--- src/rtl/fetch_stage_pipelined_pkg.sv ---
// Shared types and helpers for the instruction-fetch stage.
// fetch_if_t is the IF/ID pipeline register layout at the default widths.
// Optional build macro: FETCH_PERF_EN (adds saturating performance counters).
package fetch_stage_pipelined_pkg;

   localparam int FETCH_PC_W    = 16;
   localparam int FETCH_INSTR_W = 16;

   typedef struct packed {
      logic                     valid;
      logic [FETCH_PC_W-1:0]    pc;
      logic [FETCH_PC_W-1:0]    npc;
      logic [FETCH_INSTR_W-1:0] instr;
   } fetch_if_t;

   localparam int IF_ID_WIDTH = $bits(fetch_if_t);

   // Saturating accumulate for the performance counters; sticks at all-ones.
   function automatic logic [31:0] perf_sat_add(input logic [31:0] acc, input logic [1:0] inc);
      logic [32:0] sum;
      sum = {1'b0, acc} + {31'b0, inc};
      return sum[32] ? '1 : sum[31:0];
   endfunction

endpackage

--- src/rtl/fetch_stage_pipelined_skid_buf.sv ---
// fetch_skid_buf: single-entry holding register for a fetch response that
// returns while decode is stalled. Priority: flush > load > drain.
module fetch_skid_buf #(
   parameter int DATA_W = 32
) (
   input  logic              clk,
   input  logic              reset,
   input  logic              load_i,
   input  logic              drain_i,
   input  logic              flush_i,
   input  logic [DATA_W-1:0] data_i,
   output logic              valid_o,
   output logic [DATA_W-1:0] data_o
);

   logic              valid_q;
   logic [DATA_W-1:0] data_q;

   // Entry state: capture on load, release on drain, drop on flush.
   always_ff @(posedge clk or posedge reset) begin
      // NOTE: sequential state uses <= so every flop samples pre-edge values.
      if (reset) begin
         valid_q <= 1'b0;
         data_q  <= '0;
      end else if (flush_i) begin
         valid_q <= 1'b0;
      end else if (load_i) begin
         valid_q <= 1'b1;
         data_q  <= data_i;
      end else if (drain_i) begin
         valid_q <= 1'b0;
      end
   end

   assign valid_o = valid_q;
   assign data_o  = data_q;

endmodule

--- src/rtl/fetch_stage_pipelined.sv ---
// Instruction-fetch stage: owns the PC, issues reads to a 1-cycle-latency
// instruction memory and fills the IF/ID register {valid, pc, npc, instr}.
// Handles decode stall via a 1-entry skid buffer and redirect flush.
// Optional build macro: FETCH_PERF_EN adds o_perf_fetched / o_perf_flushed.
module fetch_stage_pipelined
   import fetch_stage_pipelined_pkg::*;
#(
   parameter int               PC_W     = FETCH_PC_W,
   parameter int               INSTR_W  = FETCH_INSTR_W,
   parameter int               PC_INC   = 2,
   parameter logic [PC_W-1:0]  RESET_PC = '0
) (
   input  logic               clk,
   input  logic               reset,
   input  logic               i_stall,
   input  logic               i_taken,
   input  logic [PC_W-1:0]    i_bt,
   output logic [PC_W-1:0]    o_pc_addr,
   output logic               o_pc_rd,
   input  logic [INSTR_W-1:0] i_pc_rddata,
   output logic               o_if_valid,
   output logic [PC_W-1:0]    o_if_pc,
   output logic [PC_W-1:0]    o_if_npc,
   output logic [INSTR_W-1:0] o_if_instr
`ifdef FETCH_PERF_EN
   ,
   output logic [31:0]        o_perf_fetched,
   output logic [31:0]        o_perf_flushed
`endif
);

   localparam logic [PC_W-1:0] INC        = PC_W'(PC_INC);
   localparam logic [PC_W-1:0] ALIGN_MASK = ~(INC - PC_W'(1));

   typedef struct packed {
      logic               valid;
      logic [PC_W-1:0]    pc;
      logic [PC_W-1:0]    npc;
      logic [INSTR_W-1:0] instr;
   } if_reg_t;

   logic [PC_W-1:0] pc_q, pc_d;
   logic            req_v_q, req_v_d;
   logic [PC_W-1:0] req_pc_q, req_pc_d;
   if_reg_t         if_q, if_d;

   logic               issue;
   logic               skid_v, skid_load, skid_drain;
   logic [PC_W-1:0]    skid_pc;
   logic [INSTR_W-1:0] skid_instr;

   assign issue   = !i_stall || i_taken;
   assign o_pc_rd = issue && !reset;

   assign skid_load  = !i_taken && i_stall && req_v_q;
   assign skid_drain = !i_taken && !i_stall && skid_v;

   fetch_skid_buf #(
      .DATA_W (PC_W + INSTR_W)
   ) u_skid (
      .clk     (clk),
      .reset   (reset),
      .load_i  (skid_load),
      .drain_i (skid_drain),
      .flush_i (i_taken),
      .data_i  ({req_pc_q, i_pc_rddata}),
      .valid_o (skid_v),
      .data_o  ({skid_pc, skid_instr})
   );

   // Next-state for PC, outstanding request and IF/ID: taken > stall > normal.
   always_comb begin
      // NOTE: every output gets a default first, so no path can infer a latch.
      pc_d     = pc_q;
      req_v_d  = 1'b0;
      req_pc_d = req_pc_q;
      if_d     = if_q;
      if (i_taken) begin
         pc_d       = i_bt & ALIGN_MASK;
         if_d.valid = 1'b0;
      end else if (!i_stall) begin
         pc_d     = pc_q + INC;
         req_v_d  = 1'b1;
         req_pc_d = pc_q;
         if (skid_v) begin
            if_d = '{valid: 1'b1, pc: skid_pc, npc: skid_pc + INC, instr: skid_instr};
         end else begin
            if_d = '{valid: req_v_q, pc: req_pc_q, npc: req_pc_q + INC, instr: i_pc_rddata};
         end
      end
   end

   // PC, request tracking and IF/ID register.
   always_ff @(posedge clk or posedge reset) begin
      if (reset) begin
         pc_q     <= RESET_PC;
         req_v_q  <= 1'b0;
         req_pc_q <= '0;
         if_q     <= '0;
      end else begin
         pc_q     <= pc_d;
         req_v_q  <= req_v_d;
         req_pc_q <= req_pc_d;
         if_q     <= if_d;
      end
   end

   assign o_pc_addr  = pc_q;
   assign o_if_valid = if_q.valid;
   assign o_if_pc    = if_q.pc;
   assign o_if_npc   = if_q.npc;
   assign o_if_instr = if_q.instr;

`ifdef FETCH_PERF_EN
   logic [31:0] fetched_q, flushed_q;
   logic [1:0]  killed;
   logic        load_live;

   assign killed    = {1'b0, req_v_q} + {1'b0, skid_v} + {1'b0, if_q.valid};
   assign load_live = !i_taken && !i_stall && if_d.valid;

   // Saturating counters of delivered and redirect-killed fetches.
   always_ff @(posedge clk or posedge reset) begin
      if (reset) begin
         fetched_q <= '0;
         flushed_q <= '0;
      end else begin
         if (load_live) fetched_q <= perf_sat_add(fetched_q, 2'd1);
         if (i_taken)   flushed_q <= perf_sat_add(flushed_q, killed);
      end
   end

   assign o_perf_fetched = fetched_q;
   assign o_perf_flushed = flushed_q;
`endif

endmodule

--- config.mk ---
export PLATFORM = sky130hd
export DESIGN_NAME = fetch_stage_pipelined
export DESIGN_NICKNAME = d
export VERILOG_FILES = /design/src/rtl/fetch_stage_pipelined_pkg.sv /design/src/rtl/fetch_stage_pipelined_skid_buf.sv /design/src/rtl/fetch_stage_pipelined.sv
export SDC_FILE = /design/constraint.sdc
export NUM_CORES = 1
export LEC_CHECK = 0
export ABC_CLOCK_PERIOD_IN_PS = 4800
export CORE_UTILIZATION = 45
export CTS_CLUSTER_DIAMETER = 100
export DETAILED_ROUTE_END_ITERATION = 8
export PLACE_DENSITY = 0.81
export SLEW_MARGIN = 10
export SYNTH_ARGS = -nofsm -noshare
export SYNTH_HDL_FRONTEND = slang
export SYNTH_SLANG_ARGS = --single-unit
export TNS_END_PERCENT = 1
--- constraint.sdc ---
create_clock -name clk -period 4.8 [get_ports clk]
set_input_delay 0.72 -clock clk [delete_from_list [all_inputs] [get_ports clk]]
set_output_delay 0.72 -clock clk [all_outputs]
set_load 0.03 [all_outputs]
; Yosys cells after proc, flatten, opt, wreduce, memory -nomap -nowiden
; Cells that the tools add are included.
[totals]
ff_bits = 115
input_bits = 36
out_inout_bits = 66
word_cells = 37
[op_classes]
n_addsub = 3
eq_ne = 1
n_mux = 10
bitwise = 2
n_reduce_logical = 12
[op_table]
columns = op, count
row1 = 49-bit two-way mux, 2
row2 = "16-bit by 2-bit adder with 16-bit output, second input constant", 3
row3 = 16-bit two-way mux, 2
row4 = 1-bit two-way mux, 6
row5 = 1-bit logical AND, 5
row6 = 2-bit AND reduction, 2
row7 = 1-bit logical NOT, 3
row8 = 3-bit nonzero test, 1
row9 = "2-bit by 1-bit != test with 1-bit output, second input constant", 1
row10 = 1-bit NOT, 2
row11 = 1-bit logical OR, 1

; Logic depth before layout (Yosys ltp)
[depth]
depth_word = 6
mapped_depth = 9
ltp_nobuf = 6

; Modules after synthesis
; Synthesis repeated with hierarchy kept, for this count alone.
[unflattened]
cells_unflattened = 490
area_unflattened_um2 = 5312.6
[by_module_without_submodules]
columns = mod, n_inst, cells_per_inst, area_each_um2, seq_area_each_um2
row1 = fetch_stage_pipelined, 1, 416, 3910.0, 1976.9
row2 = fetch_skid_buf, 1, 74, 1402.6, 825.8

; Least setup slack after synthesis
; Ideal clock, no wire load.
[synth_path]
path_kind = register -> register
startpoint = register u_skid.valid_q, in the netlist u_skid.valid_o
endpoint = register if_q (netlist bit o_if_npc[15])
arrival_ps = 2166
t_required_ps = 4674
setup_slack_ps = 2508
path_stages_with_launch = 10
path_buffers = 3
cell_sequence = dfrtp_1 -> buf_6 -> buf_2 -> buf_2 -> mux2_2 -> ha_1 -> inv_1 -> a211oi_1 -> a211oi_1 -> a311o_1
[synth_via]
elab_chain_cells = 1
[synth_lines]
columns = element, line
row1 = from (decl), fetch_stage_pipelined_skid_buf.sv:16  ; logic valid_q;
row2 = from (signal assigned), fetch_stage_pipelined_skid_buf.sv:23  ; valid_q <= 1'b0;
row3 = from (signal assigned), fetch_stage_pipelined_skid_buf.sv:26  ; valid_q <= 1'b0;
row4 = from (signal assigned), fetch_stage_pipelined_skid_buf.sv:28  ; valid_q <= 1'b1;
row5 = 49-bit two-way mux, fetch_stage_pipelined.sv:85  ; if (skid_v) begin
row6 = to (signal assigned), fetch_stage_pipelined.sv:104  ; if_q <= if_d;
row7 = to (decl), fetch_stage_pipelined.sv:45  ; if_reg_t if_q, if_d;
; Every way passes these cells.
; A chain may end at the register's enable or synchronous reset.

; Final worst setup path
[layout_path]
startpoint = input port i_taken
endpoint = output port o_pc_rd
[layout_via]
elab_chain_cells = 2
[layout_lines]
columns = element, line
row1 = from (decl), fetch_stage_pipelined.sv:16  ; input logic i_taken,
row2 = 1-bit logical OR, fetch_stage_pipelined.sv:52  ; assign issue = !i_stall || i_taken;
row3 = 1-bit logical AND, fetch_stage_pipelined.sv:53  ; assign o_pc_rd = issue && !reset;
row4 = to (decl), fetch_stage_pipelined.sv:19  ; output logic o_pc_rd,
; Every way passes these cells.

==> reports/results.ini <==
[synthesis]
synth_adder_area_share_pct = 0.4949
synth_most_common_cell = nand2_1
synthCells = 492
synth_seq_cells = 110
synth_compound_area_share_pct = 9.032
async_flop_share_pct = 100.0
synth_top_area_share_pct = 54.44
ys_top_cells_by_area = dfrtp_1 54%, nand2_1 8.5%, mux2_2 8.0%
yosysSeqAreaShare_pct = 54.44
ys_warn_count = 0
synth_cell_types = 42
synth_edf_count = 0
synth_xor_area_share_pct = 2.945
ys_top_cells_by_count = 115 x nand2_1, 110 x dfrtp_1, 47 x o21ai_0
syn_area_per_cell_sq_um = 10.28
ys.flop_type = dfrtp_1
muxShareOfSynthArea_pct = 12.97
yosys.area.top_type = dfrtp_1
synth_top_family_by_area = simple AND/OR/NAND/NOR gates
synth_area_sq_mm = 0.005056
yosys.area_share.simple_pct = 16.73

[global_routing]
grt_pass1_wl_um = 18530
antenna_found_initial = 0
grt_pass1_vias = 3900
grt_overflow_total = 0
grt.total_usage_pct = 20.26
grt_start_max_net_pins = 101

[sta]
clock_skew_ns = 0.008075
setup_slack_ns = 1.698
timing.final.crit_share_pct = 64.63
worst_slew_pin_slew_ns = 1.027
slew_headroom_pct = 31.54
fin_tns_setup_ns = 0
hold_viol_final = 0
fin_crit_ns = 3.102
finalSetupViolCount = 0
max_freq_mhz = 322.3
slew_violations = 0
whs_ns = 0.4799
rsz0062_at_grt = false

[power]
ir_drop_uv = 171.6
power.density_mw_per_mm2 = 384.2
p_leak_nw = 2.719

[clock_tree]
clk_pin_slew_ns = 0.09
clock-sinks = 110
worstSkewPairLatency_ns = 0.37
root_buffer = clkbuf_8
cts_buffers = 9
cts_tree = yes
h-tree-depth = 3
ctsHoldBuffers = 0
cts_resized = 0
post_cts_buffers = 0
clk_path_buf_depth = 2

[floorplanning]
initial_utilization_pct = 46.44
row_count = 38
floorplan.io_pins = 102
die_width_um = 108
core_sq_mm = 0.01089
fp.dieH_um = 108
die_area_sq_mm = 0.01166

[detailed_routing]
vias_per_cell = 5.388
drtPass1Iterations = 5
drt-initial-drc-count = 248
post-route-drc-count = 0
post_drt_wl_per_cell_um = 15.32
routed_wl_um = 11060
vias = 3890
postRouteAntennaNets = 0

[final_layout]
finalNonFillerCells = 722
nNetsFinal = 615
regArea_sq_mm = 0.002754
diodes = 0
multi_input_area_sq_mm = 0.002143
drive_above_1_share_pct = 10.31
nFillCells = 944
syn_to_final_growth_pct = 24.70

[setup_path]
crit_path_start_kind = input port
r2r-start = u_skid.valid_o
crit_end = o_pc_rd
cp.required_ns = 4.08
cp_max_fo = 36
r2r_slack_ns = 1.88
critPathKind = in2out
cp.arrival_ns = 2.38
startpoint = i_taken
end_kind = output port
reg2reg_depth = 5
r2r-end = o_if_npc[10]

[placement]
dp_hpwl_um = 7602
dp.cells = 706
place_congestion = 0.8251
port_buffers = 97
place_ws_ns = 1.679

[worst_hold_path]
hold_class = reg2reg
min_from = o_if_pc[10]

[job]
drv_cap = 0

[status]
status = finished clean

## sequential cells by signal, summed over array words and instances, names as in the netlist
| name | count |
|---|---|
| req_pc_q | 15 |
| u_skid.data_o | 31 |
| o_if_instr | 16 |
| o_if_npc | 15 |
| o_pc_addr | 15 |
| o_if_valid | 1 |
| u_skid.valid_o | 1 |
| o_if_pc | 15 |
| req_v_q | 1 |
## worst min-delay path by stage
stage	endpoint	slack [ns]	cells past startpoint
2_1_floorplan	u_skid.data_o[0]	0.48	1
3_3_place_gp	o_if_instr[6]	0.46	2
3_5_place_dp	o_if_pc[10]	0.46	2
4_1_cts	o_if_pc[10]	0.49	2
5_1_grt	o_if_npc[1]	0.52	1
6_report	o_if_pc[10]	0.48	2
## kinds of logic (layout without fill, tap and decap cells)
logic type / count (synthesis) / in the layout
AND/OR/NAND/NOR: 188 / 188
XOR/XNOR: 17 / 17
flip-flops: 110 / 110
other: 1 / 3
adder cells (fa/ha/maj): 2 / 2
multiplexers: 61 / 61
AO/OA/AOI/OAI: 76 / 76
buffers and inverters: 37 / 125
## power by group
group	leakage, nW	switching (W)	internal (W)
logic	1.25	0.000358	0.000287
clock network	0.0976	0.000300	0.000257
registers	1.38	0.000132	0.00109
total	2.72	0.000791	0.00163
## layout make-up
type	count	share of cell area (%)
Clock buffer	13	2.362
Clock inverter	3	0.6946
Inverter	7	0.4961
Multi-Input combinational cell	347	33.99
Sequential cell	110	43.68
Tap cell	140	2.778
Timing Repair Buffer	102	16.00
## layer usage
metal | vias up | global-route usage [%] | part of all wire (%)
li1 | 1862 | - | -
met1 | 1877 | 26.77 | 45
met2 | 136 | 32.71 | 47
met3 | 15 | 3.376 | 5.6
met4 | 0 | 9.198 | 1.7
met5 | - | 0 | 0
## per-stage QoR
step | cell area, sq um | utilization [%] | power (W)
after floorplan | 5064 | - | 0.001606
after global placement | 6110 | 56.11 | 0.001854
after detailed placement | 6110 | 56.11 | 0.001887
after CTS | 6302 | 57.88 | 0.002439
after global routing | 6305 | 57.91 | 0.002548
final | 6305 | 57.91 | 0.002422
## critical path, stage by stage
cell	delay, ns
clkdlybuf4s50_1	0.46
buf_4	0.29
nor2b_1	0.13
nor2_1	0.10
clkdlybuf4s50_1	0.67
## cell usage in the layout, fill, tap and decap left out, types with 5 or more instances in the layout
| cell type | count |
|---|---|
| dfrtp_1 | 109 |
| a21oi_1 | 5 |
| nor2_1 | 17 |
| nand3_1 | 18 |
| mux2_2 | 36 |
| and3_1 | 5 |
| buf_4 | 5 |
| clkbuf_8 | 10 |
| nand2_1 | 115 |
| nand4_1 | 8 |
| xnor2_1 | 7 |
| inv_1 | 6 |
| mux2i_1 | 25 |
| clkdlybuf4s50_1 | 97 |
| o21ai_0 | 47 |
| xor2_1 | 10 |
| nand3b_1 | 8 |
(Power assumes the default switching activity.)
